===== src/rtl/axi_to_ahb_master.sv =====
// AXI4 slave that replays each burst beat as a single AHB-Lite master transfer, one burst at a time.
// Optional feature macro: AXI2AHB_WRAP_EN (true WRAP address sequencing; otherwise WRAP acts as INCR).
module axi_to_ahb_master #(
    parameter int unsigned ID_W      = 4,
    parameter logic [3:0]  HPROT_VAL = 4'b0011
) (
    input  logic            HCLK,
    input  logic            HRESETn,
    input  logic [ID_W-1:0] s_axi_awid,
    input  logic [31:0]     s_axi_awaddr,
    input  logic [7:0]      s_axi_awlen,
    input  logic [2:0]      s_axi_awsize,
    input  logic [1:0]      s_axi_awburst,
    input  logic            s_axi_awvalid,
    output logic            s_axi_awready,
    input  logic [31:0]     s_axi_wdata,
    input  logic [3:0]      s_axi_wstrb,
    input  logic            s_axi_wlast,
    input  logic            s_axi_wvalid,
    output logic            s_axi_wready,
    output logic [ID_W-1:0] s_axi_bid,
    output logic [1:0]      s_axi_bresp,
    output logic            s_axi_bvalid,
    input  logic            s_axi_bready,
    input  logic [ID_W-1:0] s_axi_arid,
    input  logic [31:0]     s_axi_araddr,
    input  logic [7:0]      s_axi_arlen,
    input  logic [2:0]      s_axi_arsize,
    input  logic [1:0]      s_axi_arburst,
    input  logic            s_axi_arvalid,
    output logic            s_axi_arready,
    output logic [ID_W-1:0] s_axi_rid,
    output logic [31:0]     s_axi_rdata,
    output logic [1:0]      s_axi_rresp,
    output logic            s_axi_rlast,
    output logic            s_axi_rvalid,
    input  logic            s_axi_rready,
    output logic [31:0]     HADDR,
    output logic [1:0]      HTRANS,
    output logic            HWRITE,
    output logic [2:0]      HSIZE,
    output logic [2:0]      HBURST,
    output logic [3:0]      HPROT,
    output logic [31:0]     HWDATA,
    input  logic [31:0]     HRDATA,
    input  logic            HREADY,
    input  logic            HRESP
);

    typedef enum logic [2:0] {
        StIdle, StWDataWait, StWAph, StWDph, StBResp, StRAph, StRDph, StROut
    } state_e;

    state_e          state_q, state_d;
    logic [ID_W-1:0] id_q, id_d;
    logic [31:0]     addr_q, addr_d, wdata_q, wdata_d, rdata_q, rdata_d;
    logic [7:0]      len_q, len_d, beat_q, beat_d;
    logic [2:0]      size_q, size_d;
    logic [1:0]      burst_q, burst_d, rresp_q, rresp_d;
    logic            err_q, err_d, last_wr_q, last_wr_d;

    logic            grant_wr, grant_rd, both_req, last_beat, wrap_bad;
    logic [1:0]      size_eff;
    logic [31:0]     addr_inc, next_addr;
    logic            unused_inputs;

    assign unused_inputs = ^{s_axi_wstrb, s_axi_wlast};
    assign size_eff      = (size_q > 3'd2) ? 2'd2 : size_q[1:0];
    assign addr_inc      = addr_q + (32'd1 << size_eff);
    assign last_beat     = (beat_q == len_q);
    assign both_req      = s_axi_awvalid && s_axi_arvalid;

`ifdef AXI2AHB_WRAP_EN
    logic [31:0] wrap_mask;
    assign wrap_mask = ((32'(len_q) + 32'd1) << size_eff) - 32'd1;
    // Only 2/4/8/16-beat WRAP bursts are legal; others are answered with SLVERR and never hit AHB.
    assign wrap_bad  = (burst_q == 2'b10) && !(len_q inside {8'd1, 8'd3, 8'd7, 8'd15});
`else
    assign wrap_bad  = 1'b0;
`endif

    always_comb begin
        case (burst_q)
            2'b00:   next_addr = addr_q;
`ifdef AXI2AHB_WRAP_EN
            2'b10:   next_addr = (addr_q & ~wrap_mask) | (addr_inc & wrap_mask);
`endif
            default: next_addr = addr_inc;
        endcase
    end

    // Simultaneous requests alternate; a lone request is granted without touching the history.
    always_comb begin
        grant_wr = 1'b0;
        grant_rd = 1'b0;
        if (HRESETn && state_q == StIdle) begin
            if (both_req) begin
                grant_wr = !last_wr_q;
                grant_rd = last_wr_q;
            end else begin
                grant_wr = s_axi_awvalid;
                grant_rd = s_axi_arvalid;
            end
        end
    end

    always_ff @(posedge HCLK) begin
        if (!HRESETn) begin
            state_q   <= StIdle;
            id_q      <= '0;
            addr_q    <= '0;
            len_q     <= '0;
            size_q    <= '0;
            burst_q   <= '0;
            beat_q    <= '0;
            err_q     <= 1'b0;
            wdata_q   <= '0;
            rdata_q   <= '0;
            rresp_q   <= '0;
            last_wr_q <= 1'b0;
        end else begin
            state_q   <= state_d;
            id_q      <= id_d;
            addr_q    <= addr_d;
            len_q     <= len_d;
            size_q    <= size_d;
            burst_q   <= burst_d;
            beat_q    <= beat_d;
            err_q     <= err_d;
            wdata_q   <= wdata_d;
            rdata_q   <= rdata_d;
            rresp_q   <= rresp_d;
            last_wr_q <= last_wr_d;
        end
    end

    always_comb begin
        state_d   = state_q;
        id_d      = id_q;
        addr_d    = addr_q;
        len_d     = len_q;
        size_d    = size_q;
        burst_d   = burst_q;
        beat_d    = beat_q;
        err_d     = err_q;
        wdata_d   = wdata_q;
        rdata_d   = rdata_q;
        rresp_d   = rresp_q;
        last_wr_d = last_wr_q;
        unique case (state_q)
            StIdle: begin
                if (grant_wr) begin
                    id_d    = s_axi_awid;
                    addr_d  = s_axi_awaddr;
                    len_d   = s_axi_awlen;
                    size_d  = s_axi_awsize;
                    burst_d = s_axi_awburst;
                    beat_d  = '0;
                    err_d   = 1'b0;
                    state_d = StWDataWait;
                end else if (grant_rd) begin
                    id_d    = s_axi_arid;
                    addr_d  = s_axi_araddr;
                    len_d   = s_axi_arlen;
                    size_d  = s_axi_arsize;
                    burst_d = s_axi_arburst;
                    beat_d  = '0;
                    err_d   = 1'b0;
                    state_d = StRAph;
                end
                if (both_req) last_wr_d = grant_wr;
            end
            StWDataWait: begin
                if (s_axi_wvalid) begin
                    wdata_d = s_axi_wdata;
                    state_d = StWAph;
                end
            end
            StWAph: begin
                if (wrap_bad) begin
                    if (last_beat) begin
                        state_d = StBResp;
                    end else begin
                        beat_d  = beat_q + 8'd1;
                        addr_d  = next_addr;
                        state_d = StWDataWait;
                    end
                end else if (HREADY) begin
                    state_d = StWDph;
                end
            end
            StWDph: begin
                if (HREADY) begin
                    err_d = err_q | HRESP;
                    if (last_beat) begin
                        state_d = StBResp;
                    end else begin
                        beat_d  = beat_q + 8'd1;
                        addr_d  = next_addr;
                        state_d = StWDataWait;
                    end
                end
            end
            StBResp: begin
                if (s_axi_bready) state_d = StIdle;
            end
            StRAph: begin
                if (wrap_bad)    state_d = StROut;
                else if (HREADY) state_d = StRDph;
            end
            StRDph: begin
                if (HREADY) begin
                    rdata_d = HRDATA;
                    rresp_d = HRESP ? 2'b10 : 2'b00;
                    state_d = StROut;
                end
            end
            StROut: begin
                if (s_axi_rready) begin
                    if (last_beat) begin
                        state_d = StIdle;
                    end else begin
                        beat_d  = beat_q + 8'd1;
                        addr_d  = next_addr;
                        state_d = StRAph;
                    end
                end
            end
            default: state_d = StIdle;
        endcase
    end

    always_comb begin
        s_axi_awready = grant_wr;
        s_axi_arready = grant_rd;
        s_axi_wready  = (state_q == StWDataWait);
        s_axi_bvalid  = (state_q == StBResp);
        s_axi_bid     = id_q;
        s_axi_bresp   = ((state_q == StBResp) && (err_q || wrap_bad)) ? 2'b10 : 2'b00;
        s_axi_rvalid  = (state_q == StROut);
        s_axi_rid     = id_q;
        s_axi_rdata   = rdata_q;
        s_axi_rresp   = ((state_q == StROut) && wrap_bad) ? 2'b10 : rresp_q;
        s_axi_rlast   = (state_q == StROut) && last_beat;
        HTRANS        = (((state_q == StWAph) || (state_q == StRAph)) && !wrap_bad) ? 2'b10 : 2'b00;
        HWRITE        = (state_q == StWAph) || (state_q == StWDph);
        HADDR         = addr_q;
        HSIZE         = {1'b0, size_eff};
        HBURST        = 3'b000;
        HPROT         = HPROT_VAL;
        HWDATA        = wdata_q;
    end

endmodule

===== config.mk =====
export PLATFORM = sky130hd
export DESIGN_NAME = axi_to_ahb_master
export DESIGN_NICKNAME = d
export VERILOG_FILES = /design/src/rtl/axi_to_ahb_master.sv
export SDC_FILE = /design/constraint.sdc
export NUM_CORES = 1
export LEC_CHECK = 0
export CAP_MARGIN = 20
export CORE_MARGIN = 1
export CORE_UTILIZATION = 42
export DETAILED_ROUTE_END_ITERATION = 6
export PLACE_DENSITY = 0.85
export SYNTH_ARGS = -nofsm -noshare
export SYNTH_HDL_FRONTEND = slang
export SYNTH_SLANG_ARGS = --single-unit

===== constraint.sdc =====
create_clock -name HCLK -period 2.9 [get_ports HCLK]
set_input_delay 0.58 -clock HCLK [delete_from_list [all_inputs] [get_ports HCLK]]
set_output_delay 0.58 -clock HCLK [all_outputs]
set_load 0.01 [all_outputs]

==> impl_metrics.json, run 1 <==
{
  "wl_met1_um": 9400,
  "slew_viol_final": 0,
  "cts_hold_buffers": 0,
  "dr.pass1.iters": 5,
  "via_per_inst": 5.45,
  "pwr-share-seq": 0.324,
  "cts-resized-gates": 0,
  "fin_area_um2": 10400,
  "numCtsBuffers": 17,
  "power.total_mw": 7.14,
  "antenna_found_initial": 1,
  "area_delta_synth_final_pct": 54.4,
  "grt_start_max_net_pins": 70,
  "synthArstFlopShare": 0,
  "root_buffer": "clkbuf_16",
  "dpl_worst_slack_ps": -28.0,
  "clkTransAtPathRegs_ps": 50,
  "hold_viol": 0,
  "synth_edf_count": 0,
  "yosys_warnings": 0,
  "cts_tree": "done",
  "grt_usage": 0.263,
  "yosysTopAreaCellShare": 0.377,
  "final_nets": 1336,
  "wl_met2_um": 10800,
  "cp-startpoint": "HRESETn",
  "clock_power_share": 0.294,
  "synth.area.top_cells": "dfxtp_1 (38%), nand2_1 (12%), a21oi_1 (7.3%), nor2_1 (3.3%), clkbuf_1 (2.7%)",
  "fin_skew_ps": 10.0,
  "fmax_mhz": 367,
  "setup_viol": 0,
  "peakVddDrop_uv": 599,
  "min-delay-start": "s_axi_rresp[1]$_SDFFE_PN0P_",
  "rsz0062_at_grt": "false",
  "core_area_um2": 15400,
  "syn-instance-count": 887,
  "grt_first_pass_wirelength_um": 34600,
  "setup_slack_ps": 172,
  "wire_per_inst_um": 16.2,
  "crit_chain": "clkdlybuf4s50_1 -> nor4b_2 -> nand2_1 -> inv_2 -> clkdlybuf4s50_1",
  "worst_ep_required_time_ps": 2320,
  "drc": 0,
  "avgSynthCellArea_um2": 7.61,
  "power_density_nw_per_um2": 685,
  "placed_area_um2": 9840,
  "path_common_cell": "clkdlybuf4s50_1",
  "ys.flop_type": "dfxtp_1",
  "path_delay_family": "buffers and inverters",
  "crit_path_start_kind": "input pin",
  "ys_seq_area_frac": 0.377,
  "final_util": 0.676,
  "timing.setup.tns_ps": 0,
  "die-area_um2": 16600,
  "htreeDepth": 4,
  "grt_pass1_vias": 6930,
  "slowest_stage": "clkdlybuf4s50_1",
  "first_iter_violations": 634,
  "place_congestion": 0.935,
  "synthDistinctLibCells": 72,
  "holdWs_ps": 451,
  "dpl.cell_count": 1346,
  "p_sw_mw": 2.48,
  "period_share": 0.941,
  "dp_hpwl_um": 15800,
  "routed-wl-met3_um": 1600,
  "yosys_register_bits": 127,
  "period_needed_ps": 2730,
  "wl_um": 22300,
  "synthesis.area_um2": 6750,
  "crit_type": "input pin to primary output",
  "hold_path.class": "register to register",
  "yosysTopAreaCell": "dfxtp_1",
  "antenna_left": 0,
  "outcome": "finished, final reports clean",
  "postCtsSetupRepairBufs": 0,
  "drive_above_1_share": 0.0797,
  "slew_headroom": 0.659,
  "port_buffers": 286,
  "leakage_nw": 3.73,
  "internal_power_mw": 4.66,
  "std_cell_rows": 45,
  "max_stage_delay_ps": 570,
  "highest_layer": "met4",
  "die_w_um": 129,
  "cts_buffer_depth": 2,
  "path_max_fanout": 3,
  "layout_commonest_cell": "clkdlybuf4s50_1",
  "cap_viol_max_count": 0,
  "r2r-start": "size_q[1]$_SDFFE_PN0P_",
  "dr_total_vias": 7513,
  "finalNonFillerCells": 1379,
  "switching_share": 0.347,
  "cp.arrival_ps": 2150,
  "mostFrequentLayoutCells": "clkdlybuf4s50_1 (285), nand2_1 (216), dfxtp_1 (127), a21oi_1 (99), nor2_1 (58)",
  "start_util": 0.437,
  "critPathCaptureType": "primary output",
  "crit_buf_inv": 3,
  "clock_sinks": 127,
  "worst_pin_slew_ps": 507,
  "comb_power_share": 0.382,
  "clk_latency_ps": 410,
  "pin_count": 303,
  "overflow": 0,
  "die_y_um": 129
}
==> worst paths after layout <==
kind,to,slack [ps],cells past startpoint
min reg2reg,s_axi_rresp[1]$_SDFFE_PN0P_,450,2
min,s_axi_rresp[1]$_SDFFE_PN0P_,450,2
max,s_axi_awready,170,5
max reg2reg,HADDR[28]$_SDFFE_PN0P_,280,10
==> tightest hold or removal path: stages (launching register included) <==
cell and delay, ps:
dfxtp_1 300, nand2_1 50, a21oi_1 50
==> synthesized netlist by cell type, types with 3 or more instances <==
| master | count |
|---|---|
| and4_1 | 5 |
| nand3_1 | 31 |
| a2111o_1 | 4 |
| o31ai_1 | 4 |
| or3_1 | 6 |
| a311oi_1 | 18 |
| a22oi_1 | 4 |
| mux2_2 | 7 |
| o2111ai_1 | 4 |
| nor4_1 | 5 |
| a32oi_1 | 3 |
| ha_1 | 5 |
| o211ai_1 | 9 |
| nor3_1 | 6 |
| nor2_1 | 59 |
| buf_2 | 10 |
| xnor2_1 | 10 |
| or4_1 | 3 |
| a21o_1 | 6 |
| and2_1 | 7 |
| and3_1 | 19 |
| o221a_2 | 6 |
| buf_1 | 6 |
| a31oi_1 | 11 |
| a311o_1 | 4 |
| clkbuf_1 | 49 |
| nand2_1 | 216 |
| o21ai_0 | 20 |
| o22ai_1 | 4 |
| inv_1 | 11 |
| dfxtp_1 | 127 |
| a211oi_1 | 7 |
| buf_6 | 4 |
| nand4_1 | 19 |
| mux2i_1 | 12 |
| buf_4 | 15 |
| o32ai_1 | 7 |
| o22a_1 | 3 |
| a21oi_1 | 99 |
==> layout make-up <==
| cell class | instances | area, um2 |
|---|---|---|
| Fill cell | 1341 | 5000 |
| Timing Repair Buffer | 323 | 3190 |
| Sequential cell | 127 | 2540 |
| Antenna cell | 1 | 2.50 |
| Clock inverter | 13 | 140 |
| Tap cell | 211 | 264 |
| Multi-Input combinational cell | 673 | 3790 |
| Clock buffer | 19 | 443 |
| Inverter | 12 | 46.3 |
==> flip-flops by register name, indices dropped and copies added (netlist names) <==
name,flops
HADDR,32
last_wr_q,1
HWDATA,32
err_q,1
len_q,8
s_axi_bid,4
burst_q,2
state_q,3
size_q,3
s_axi_rdata,32
beat_q,8
s_axi_rresp,1
==> kinds of logic (layout without fill, tap and decap cells) <==
logic type / after synthesis / after routing / share of synthesized area
AO/OA/AOI/OAI: 240 / 240 / 0.244
multiplexers: 19 / 19 / 0.0295
adder cells (fa/ha/maj): 6 / 6 / 0.0122
flip-flops: 127 / 127 / 0.377
other: 2 / 13 / 0.00111
XOR/XNOR: 12 / 12 / 0.0156
AND/OR/NAND/NOR: 384 / 384 / 0.253
buffers and inverters: 97 / 367 / 0.0688
==> power groups by stage <==
stage / logic, mW / clock network [mW] / registers, mW
floorplan: 1.49 / 0 / 2.34
global placement: 2.67 / 0 / 2.32
detailed placement: 2.71 / 0 / 2.34
CTS: 2.73 / 2.14 / 2.30
global route: 2.96 / 2.22 / 2.35
finish: 2.73 / 2.10 / 2.31
==> per-layer routing <==
| layer | up-vias | GRT usage |
|---|---|---|
| met5 | - | 0 |
| li1 | 3686 | - |
| met2 | 324 | 0.446 |
| met3 | 34 | 0.0640 |
| met1 | 3469 | 0.326 |
| met4 | 0 | 0.0927 |
(Power assumes the default switching activity.)
==> inputs of run 2 (changes only) <==
- CORE_UTILIZATION: 42 -> 46
- PLACE_DENSITY: 0.85 -> 0.91
- clock period: 2.9 -> 3.45 ns (I/O delays scaled with it)
==> run 2 against run 1 <==
Routed wire length up 0.72%. Die area down 8.6%. Critical endpoint is now s_axi_arready. Clock skew down 1.3 ps. Flip-flop and latch count unchanged. Total power down 20%. Clock-buffer cell count up 4. Sequential share of layout area up 0.54 points. Clock power down 23%. Hold slack worse by 0.58 ps.
==> impl_metrics.json, run 2 (synthesis gave the netlist of run 1 again) <==
{
  "cap_viol_max_count": 0,
  "numCtsBuffers": 17,
  "finalNonFillerCells": 1338,
  "hold_viol": 0,
  "grt_first_pass_wirelength_um": 34400,
  "grt_start_max_net_pins": 46,
  "cp.arrival_ps": 2370,
  "worst_ep_required_time_ps": 2760,
  "grt_usage": 0.289,
  "worst_pin_slew_ps": 1040,
  "pin_count": 303,
  "power.total_mw": 5.75,
  "std_cell_rows": 43,
  "cts_hold_buffers": 0,
  "timing.setup.tns_ps": 0,
  "core_area_um2": 14100,
  "peakVddDrop_uv": 442,
  "setup_viol": 0,
  "drc": 0,
  "power_density_nw_per_um2": 563,
  "clk_latency_ps": 410,
  "period_share": 0.886,
  "mostFrequentLayoutCells": "clkdlybuf4s50_1 (286), nand2_1 (216), dfxtp_1 (127), a21oi_1 (99), nor2_1 (58)",
  "cts_tree": "done",
  "wl_um": 22400,
  "cts_buffer_depth": 2,
  "antenna_left": 0,
  "antenna_found_initial": 1,
  "outcome": "finished, final reports clean",
  "leakage_nw": 3.63,
  "area_delta_synth_final_pct": 51.1,
  "htreeDepth": 4,
  "slew_headroom": 0.306,
  "via_per_inst": 5.72,
  "path_max_fanout": 3,
  "fin_skew_ps": 8.71,
  "overflow": 0,
  "critPathCaptureType": "primary output",
  "drive_above_1_share": 0.0674,
  "fmax_mhz": 327,
  "final_util": 0.723,
  "first_iter_violations": 752,
  "dpl.cell_count": 1306,
  "layout_commonest_cell": "clkdlybuf4s50_1",
  "dp_hpwl_um": 15900,
  "cts-resized-gates": 0,
  "crit_type": "input pin to primary output",
  "slew_viol_final": 0,
  "rsz0062_at_grt": "false",
  "die-area_um2": 15200,
  "crit_path_start_kind": "input pin",
  "grt_pass1_vias": 7096,
  "postCtsSetupRepairBufs": 0,
  "die_w_um": 123,
  "place_congestion": 0.885,
  "port_buffers": 286,
  "start_util": 0.479,
  "die_y_um": 123,
  "wire_per_inst_um": 16.8,
  "dr_total_vias": 7659,
  "holdWs_ps": 451,
  "final_nets": 1327,
  "clock_sinks": 127,
  "root_buffer": "clkbuf_16",
  "dr.pass1.iters": 6,
  "hold_path.class": "register to register",
  "clkTransAtPathRegs_ps": 50,
  "period_needed_ps": 3060
}
==> run 2: report_power, final <==
group          internal [mW]  switching [mW]
Clock                  0.977           0.629
Combinational           1.06            1.11
Sequential              1.69           0.282
==> run 2: path summary, 6_finish.rpt <==
path | start | end | slack (ps) | cells after the start
hold reg to reg | s_axi_rdata[15]$_SDFFE_PN0P_ | s_axi_rdata[15]$_SDFFE_PN0P_ | 450 | 2
setup reg to reg | size_q[1]$_SDFFE_PN0P_ | HADDR[28]$_SDFFE_PN0P_ | 780 | 10
setup / recovery | HRESETn | s_axi_arready | 390 | 4
hold / removal | s_axi_rdata[15]$_SDFFE_PN0P_ | s_axi_rdata[15]$_SDFFE_PN0P_ | 450 | 2
==> run 2: critical path, stage by stage <==
cell and delay, ps:
clkdlybuf4s50_1 490, or4b_1 470, nor2_1 120, clkdlybuf4s50_1 600
==> run 2: stage by stage <==
| step | instance area (um2) | setup slack, ps |
|---|---|---|
| 3_5_place_dp | 9680 | 357 |
| 6_report | 10200 | 393 |
| 4_1_cts | 10200 | 395 |
| 3_3_place_gp | 9670 | 392 |
| 5_1_grt | 10200 | 254 |
| 2_1_floorplan | 6790 | 815 |
==> run 2: final cells by class <==
type / instances / area (um2)
tap: 180 / 225
inverter: 12 / 46.3
clock inverter: 8 / 67.6
timing repair buffer: 314 / 3070
multi-input combinational: 673 / 3790
antenna: 1 / 2.50
clock buffer: 23 / 448
sequential: 127 / 2540
fill: 1075 / 3900
==> run 2: routing by layer <==
layer  vias to the layer above  global-route usage  part of all wire  wire [um]
met1                      3514               0.341              0.38       8630
met3                        73              0.0733             0.089       1990
met5                         -                   0                 0          0
met2                       406               0.486              0.49      11000
li1                       3666                   -                 -          -
met4                         0               0.144             0.038        857
==> inputs of run 3 (changes only) <==
- RECOVER_POWER: not set -> 100
==> run 3 against run 2 <==
Flip-flop and latch count stayed put. Non-clock buffer count unchanged. Register-to-register slack worse by 380 ps. Total power fell by 1.9%. Core utilization down 0.31 points. Clock skew down 0.61 ps. Critical path depth grew 4. Critical path type is now input pin to register. Largest cell class unchanged.
==> impl_metrics.json, run 3 (synthesis gave the netlist of run 1 again) <==
{
  "fin_skew_ps": 8.10,
  "setup_slack_ps": 279,
  "via_per_inst": 5.74,
  "drive_above_1_share": 0.0605,
  "layout_commonest_cell": "nand2_1",
  "period_needed_ps": 3170,
  "cts-resized-gates": 0,
  "cap_viol_max_count": 0,
  "numCtsBuffers": 17,
  "cts_buffer_depth": 2,
  "rsz0062_at_grt": "false",
  "path_max_fanout": 14,
  "final_util": 0.720,
  "crit_type": "input pin to register",
  "clock_sinks": 127,
  "period_share": 0.919,
  "slew_viol_final": 0,
  "dpl_worst_slack_ps": 357,
  "dp_hpwl_um": 15900,
  "hold_path.class": "register to register",
  "mostFrequentLayoutCells": "nand2_1 (216), clkdlybuf4s50_1 (171), dfxtp_1 (127), dlygate4sd3_1 (115), a21oi_1 (99)",
  "outcome": "finished, final reports clean",
  "power_density_nw_per_um2": 555,
  "overflow": 0,
  "holdWs_ps": 447,
  "placed_area_um2": 9680,
  "std_cell_rows": 43,
  "worst_ep_required_time_ps": 3770,
  "fillers": 1083,
  "peakVddDrop_uv": 439,
  "start_util": 0.479,
  "die-area_um2": 15200,
  "postCtsSetupRepairBufs": 0,
  "port_buffers": 286,
  "htreeDepth": 4,
  "grt_pass1_vias": 7096,
  "wire_per_inst_um": 16.8,
  "cts_tree": "done",
  "crit_path_start_kind": "input pin",
  "grt_usage": 0.289,
  "worst_pin_slew_ps": 1050,
  "critPathCaptureType": "register",
  "fin_area_um2": 10200,
  "fmax_mhz": 315,
  "wl_um": 22400,
  "grt_start_max_net_pins": 46,
  "die_w_um": 123,
  "die_y_um": 123,
  "cts_hold_buffers": 0,
  "dr_total_vias": 7676,
  "dr.pass1.iters": 7,
  "clkTransAtPathRegs_ps": 50,
  "leakage_nw": 3.97,
  "core_area_um2": 14100,
  "slew_headroom": 0.299,
  "cp.arrival_ps": 3490,
  "timing.setup.tns_ps": 0,
  "antenna_found_initial": 1,
  "pin_count": 303,
  "first_iter_violations": 812,
  "root_buffer": "clkbuf_16",
  "setup_viol": 0,
  "place_congestion": 0.885,
  "grt_first_pass_wirelength_um": 34400,
  "clk_latency_ps": 410,
  "hold_viol": 0,
  "antenna_left": 0,
  "drc": 0,
  "final_nets": 1327,
  "area_delta_synth_final_pct": 50.4
}
run 3: cell types whose count changed in the layout (fill, tap and decap cells not counted), sizes merged:
| cell | previous run | this run |
|---|---|---|
| clkbuf | 23 | 32 |
| clkdlybuf4s50 | 286 | 171 |
| buf | 28 | 19 |
| clkinv | 7 | 6 |
| dlygate4sd3 | 0 | 115 |
| clkinvlp | 1 | 2 |
run 3: final cells by class:
cell class	count	area [um2]	share of cell area
diodes	1	2.50	0.000246
well taps	180	225	0.0222
repair buffers	314	3040	0.300
clock buffers	23	448	0.0441
inverters	12	46.3	0.00456
clock inverters	8	67.6	0.00665
multi-input cells	673	3780	0.372
flip-flops and latches	127	2540	0.250
run 3: worst paths after layout:
check                                             startpoint  depth (start not counted)  slack, ps                            to
worst min register to register  s_axi_rdata[15]$_SDFFE_PN0P_                          2        450  s_axi_rdata[15]$_SDFFE_PN0P_
worst max register to register       state_q[0]$_SDFFE_PN0P_                          7        400        HADDR[25]$_SDFFE_PN0P_
worst min-delay path            s_axi_rdata[15]$_SDFFE_PN0P_                          2        450  s_axi_rdata[15]$_SDFFE_PN0P_
worst max-delay path                                 HRESETn                          8        280        HADDR[26]$_SDFFE_PN0P_
run 3: critical path, stage by stage:
cell,delay [ps]
clkdlybuf4s50_1,490
or4b_1,460
clkbuf_1,270
nor2_1,290
clkbuf_1,510
o311a_1,370
nand2_1,150
o211ai_1,250
run 3: through the flow:
stage | power (mW) | cells
finish | 5.64 | 1338
floorplan | 3.22 | 897
detailed placement | 4.14 | 1306
CTS | 5.74 | 1337
global placement | 4.08 | 1305
global route | 5.94 | 1338
run 3: per-layer routing:
metal / global-route usage / vias to the layer above / share of wire
met5: 0 / - / 0
met4: 0.144 / 0 / 0.037
met3: 0.0733 / 70 / 0.088
met2: 0.486 / 408 / 0.49
met1: 0.341 / 3516 / 0.39
li1: - / 3682 / -
run 3: power by group:
part / total, mW / switching [mW] / internal (mW)
Sequential: 1.97 / 0.272 / 1.69
Combinational: 2.07 / 1.11 / 0.961
Clock: 1.61 / 0.628 / 0.978
==> patch 1, RTL diff (settings of run 1) <==
`ID_W`: 4 -> 6.
--- a/src/rtl/axi_to_ahb_master.sv
+++ b/src/rtl/axi_to_ahb_master.sv
@@ -2,5 +2,5 @@
 // Optional feature macro: AXI2AHB_WRAP_EN (true WRAP address sequencing; otherwise WRAP acts as INCR).
 module axi_to_ahb_master #(
-    parameter int unsigned ID_W      = 4,
+    parameter int unsigned ID_W      = 6,
     parameter logic [3:0]  HPROT_VAL = 4'b0011
 ) (
Interface: changed (resized s_axi_arid, s_axi_awid, s_axi_bid and s_axi_rid); port bits go from 303 to 311. The function was not compared with the original's and may differ.
==> patch 1 against run 1 <==
  * Power down 0.45%
  * Synthesized area down 3.5%
  * Worst setup slack got worse by 0.040 ns
  * Cell area down 2.6%
  * Wire length down 5.3%
  * Hold slack got worse by 0.00065 ns
  * Cell count is 1.5% lower
  * Critical path type is now flip-flop to output port
  * Largest cell class unchanged
  * Sequential cell count is 2 higher
  * Sequential share of layout area rose by 1.1 points
  * Highest routed layer unchanged
==> patch 1: results (changes against run 1) <==
{| class="wikitable"
! Metric !! Value
|-
| Final-layout worst hold slack || 0.451 ns (-0.000652 ns)
|-
| Kind of cell adding the most delay to the critical path || simple AND/OR/NAND/NOR gates
|-
| Violation count after the first detailed-routing iteration || 650 (+2.5%)
|-
| Total of buffers placed on input and output ports || 294 (+2.8%)
|-
| Mux contribution to synthesized area || 0.0108 (-0.0187)
|-
| Minimum setup slack after placement || 0.188 ns (+0.216 ns)
|-
| Global-route track usage on met1 || 0.318 (-0.00805)
|-
| Worst R2R End || HADDR[31]$_SDFFE_PN0P_
|-
| Wire length reported by the detailed router || 21100 um (-5.3%)
|-
| Vias per Instance || 5.33 (-2.2%)
|-
| Wire length on met2 || 10500 um (-3.3%)
|-
| Startpoint of the most critical register-to-register path || size_q[2]$_SDFFE_PN0P_
|-
| Worst-case clock skew || 0.00798 ns (-0.00202 ns)
|-
| Start point of the critical path || beat_q[6]$_SDFFE_PN0P_
|-
| First-pass GRT wire length || 33000 um (-4.7%)
|-
| Portion of the post-synthesis area used by sequential elements || 0.396 (+0.0198)
|-
| Met3 Resource Use GR || 0.0540 (-0.0100)
|-
| Outcome || finished clean
|-
| Avg WL per Cell || 15.5 um (-3.8%)
|-
| Ranking of synthesized cells by instance count || nand2_1, dfxtp_1, a21oi_1, nor2_1, clkbuf_1
|-
| Largest net degree at the start of global routing || 88 (+26%)
|-
| Xor-xnor portion of the synthesized cell area || 0.0242 (+0.00863)
|-
| Wire length on met1 || 8700 um (-7.4%)
|-
| Biggest area contributors in the synthesized netlist || dfxtp_1, nand2_1, a21oi_1
|-
| Endpoint, Worst Hold || s_axi_rdata[15]$_SDFFE_PN0P_
|-
| Min-Delay Startpoint || s_axi_rdata[15]$_SDFFE_PN0P_
|-
| Critical Path Fanout Max || 5 (+2)
|-
| Filler cells || 1277 (-4.8%)
|-
| Leakage power total || 3.68 nW (-1.4%)
|-
| Total Nets Final || 1344 (+0.60%)
|-
| Cell count after synthesis || 891 (+0.45%)
|-
| Met2 Usage GRT || 0.451 (+0.00563)
|-
| Number of distinct standard cells referenced by the synthesized netlist || 62 (-14%)
|-
| Area fraction in compound gates after synthesis || 0.212 (-0.0317)
|-
| Routability congestion estimate from global placement || 0.883 (-5.5%)
|-
| Vias in the first global route || 6563 (-5.3%)
|-
| Worst reg-to-reg path cell count || 9 (-1)
|}
[patch 1: cell types whose count changed after synthesis, sizes merged, moves of 9 or more]
cell    change
a21oi      +19
and3       -10
buf         +9
clkbuf     -14
nand2      +42
o21ai      +18
xor2       +14
[patch 1: layout make-up]
type                            instances  area, um^2  area share
Tap cell                              188         235      0.0232
Timing Repair Buffer                  318        3160       0.311
Clock inverter                         10         135      0.0133
Sequential cell                       129        2580       0.254
Multi-Input combinational cell        683        3540       0.349
Clock buffer                           21         460      0.0453
Inverter                                9        35.0     0.00345
[patch 1: timing repair]
action | CTS | global route
resized for setup | 0 | 1
endpoints found under the setup margin | 0 | 1
hold buffers | 0 | 0
buffers inserted | 0 | 1
[patch 1: where the power goes]
group	internal, mW	total [mW]	switching, mW
clock	1.39	2.15	0.768
sequential	2.07	2.40	0.333
combinational	1.25	2.55	1.30
==> patch 2, RTL diff (settings of run 1) <==
Without the edit above. `id_q`, `addr_q`, `wdata_q` and `rdata_q` no longer have a reset.
--- a/src/rtl/axi_to_ahb_master.sv
+++ b/src/rtl/axi_to_ahb_master.sv
@@ -108,6 +108,4 @@
         if (!HRESETn) begin
             state_q   <= StIdle;
-            id_q      <= '0;
-            addr_q    <= '0;
             len_q     <= '0;
             size_q    <= '0;
@@ -115,12 +113,8 @@
             beat_q    <= '0;
             err_q     <= 1'b0;
-            wdata_q   <= '0;
-            rdata_q   <= '0;
             rresp_q   <= '0;
             last_wr_q <= 1'b0;
         end else begin
             state_q   <= state_d;
-            id_q      <= id_d;
-            addr_q    <= addr_d;
             len_q     <= len_d;
             size_q    <= size_d;
@@ -128,9 +122,14 @@
             beat_q    <= beat_d;
             err_q     <= err_d;
-            wdata_q   <= wdata_d;
-            rdata_q   <= rdata_d;
             rresp_q   <= rresp_d;
             last_wr_q <= last_wr_d;
         end
+    end
+
+    always_ff @(posedge HCLK) begin
+        id_q    <= id_d;
+        addr_q  <= addr_d;
+        wdata_q <= wdata_d;
+        rdata_q <= rdata_d;
     end
 
Check against the original RTL: differs if HRESETn is asserted again (counterexample within 4 cycles, from zero or initial values and one cycle with HRESETn low); with HRESETn held inactive, the same outputs for 4 cycles.
==> patch 2 against run 1 <==
  * Sequential cell count stayed put
  * Wire length decreased by 23%
  * Highest routed layer unchanged
  * Largest power group is now registers
  * Power fell by 1.2%
  * Largest cell class is now flip-flops and latches
  * Cell area is 7.6% lower
  * Synthesized area is 11% lower
  * Combinational power shrank 15%
  * Via count decreased by 30%
  * Register-to-register slack better by 0.04 ns
  * Cell count is 26% lower
  * Worst setup slack worse by 0.0088 ns
  * Count of clock-buffer cells in the layout rose by 2
  * Critical path type is now flip-flop to output port
==> patch 2: results (changes against run 1) <==
{| class="wikitable"
! Metric !! Value
|-
| Mean Syn Cell Area || 11.2 um^2 (+48%)
|-
| Cell count after synthesis || 535 (-40%)
|-
| Number of multi-input combinational cells in the layout || 369 (-45%)
|-
| Number of distinct standard cells referenced by the synthesized netlist || 49 (-32%)
|-
| Storage element area || 0.00354 mm^2 (+39%)
|-
| Wire length on met1 || 6960 um (-26%)
|-
| Fraction of layout instances using a drive strength above 1 || 0.0691 (-0.0106)
|-
| Initial antenna violation count || 0 (-1)
|-
| Critical Path Fanout Max || 11 (+8)
|-
| Worst-case clock skew || 0.00896 ns (-0.00104 ns)
|-
| Fin cells || 1019 (-26%)
|-
| Met3 routed WL || 878 um (-45%)
|-
| Area occupied by multi-input gates || 0.00226 mm^2 (-40%)
|-
| Prevailing post-synth register cell || edfxtp_1
|-
| Largest net degree at the start of global routing || 50 (-29%)
|-
| Global-route track usage on met1 || 0.283 (-0.0424)
|-
| Finished Core Util || 0.691 (+0.0155)
|-
| Violation count after the first detailed-routing iteration || 374 (-41%)
|-
| Clock buf/inv share || 0.0591 (+0.00317)
|-
| Ranking of synthesized cells by instance count || edfxtp_1, nand2_1, nor2_1, dfxtp_1, xnor2_1
|-
| Wire length reported by the detailed router || 17200 um (-23%)
|-
| Leakage power total || 3.68 nW (-1.4%)
|-
| Vias in the first global route || 5132 (-26%)
|-
| Antenna diode count || 0 (-1)
|-
| Met3 Resource Use GR || 0.0473 (-0.0167)
|-
| Buffer count excluding the clock tree in the final layout || 300 (-7.1%)
|-
| Non-clock inverter instance count of the final layout || 11 (-1)
|-
| Met2 Usage GRT || 0.399 (-0.0466)
|-
| Outcome || finished clean
|-
| Highest signal layer in the routed design || met4
|-
| Biggest cell delay along the critical path || 0.54 ns (-0.03 ns)
|-
| Fraction of cell area in non-clock buffers || 0.311 (+0.00427)
|-
| Number of enable flip-flop cells after synthesis || 100 (+100)
|-
| Routability congestion estimate from global placement || 0.924 (-1.2%)
|-
| Vias per Instance || 5.18 (-4.9%)
|-
| Portion of synthesized cell area occupied by the leading cell type || 0.500 (+0.123)
|-
| Standard cell area after detailed placement || 0.00906 mm^2 (-7.9%)
|-
| Final HPWL DP || 13100 um (-17%)
|-
| H-tree level count || 4 (unchanged)
|-
| Total routing resource utilization after global routing || 0.233 (-0.0305)
|-
| Minimum setup slack after placement || 0.181 ns (+0.209 ns)
|-
| Internal || 4.85 mW (+4.1%)
|-
| Portion of the post-synthesis area used by sequential elements || 0.590 (+0.213)
|-
| Biggest area contributors in the synthesized netlist || edfxtp_1, dfxtp_1, nand2_1
|-
| VDD IR-drop max || 369 uV (-38%)
|-
| First-pass GRT wire length || 26200 um (-24%)
|-
| Count of clock-net buffers in the final layout || 21 (+2)
|-
| Wire length on met2 || 8890 um (-18%)
|-
| Filler cells || 1010 (-25%)
|-
| Final setup TNS || 0 ns (unchanged)
|-
| Total instance count after detailed placement || 986 (-27%)
|-
| Total Nets Final || 1008 (-25%)
|}
==> patch 2: cell families (layout without fill, tap and decap cells) <==
logic type	count (synthesis)	count (layout)	share of synthesized area
and+or+nand+nor	208	208	0.167
DFF	127	127	0.590
AOI/OAI and AO/OA	71	71	0.0735
buffers and inverters	49	343	0.0421
xor gates and xnor gates	43	43	0.0627
muxes	29	29	0.0498
adders and majority gates	6	6	0.0137
other	2	12	0.00125
==> patch 2: worst reg2reg max path, delay by kind of cell, from the launching register on <==
kind,cells,cell delay [ns]
adder cells (fa/ha/maj),2,0.41
flip-flops,1,0.31
XOR/XNOR,1,0.15
AND/OR/NAND/NOR,4,1.00
AO/OA/AOI/OAI,3,0.46
==> patch 2: what timing repair did <==
action                                  CTS  global route
endpoints found under the setup margin    1             0
hold endpoints to repair                  0             0
gates resized for setup                   1             0
buffers inserted                          1             0
hold buffers                              0             0
==> patch 2: final timing paths <==
kind / startpoint / to / slack (ns) / cells after the start
worst max register to register: size_q[1]$_SDFFE_PN0P_ / HADDR[28]$_DFFE_PP_ / 0.32 / 10
worst min-delay path: size_q[2]$_SDFFE_PN0P_ / size_q[2]$_SDFFE_PN0P_ / 0.46 / 2
worst min register to register: size_q[2]$_SDFFE_PN0P_ / size_q[2]$_SDFFE_PN0P_ / 0.46 / 2
worst max-delay path: state_q[2]$_SDFFE_PN0P_ / s_axi_awready / 0.16 / 4
==> patch 2: power by group through the flow <==
stage	sequential, mW	clock (mW)	combinational, mW
4_1_cts	2.68	2.06	2.33
5_1_grt	2.73	2.15	2.52
3_3_place_gp	2.69	0	2.25
2_1_floorplan	2.74	0	1.17
3_5_place_dp	2.71	0	2.31
6_report	2.68	2.04	2.33
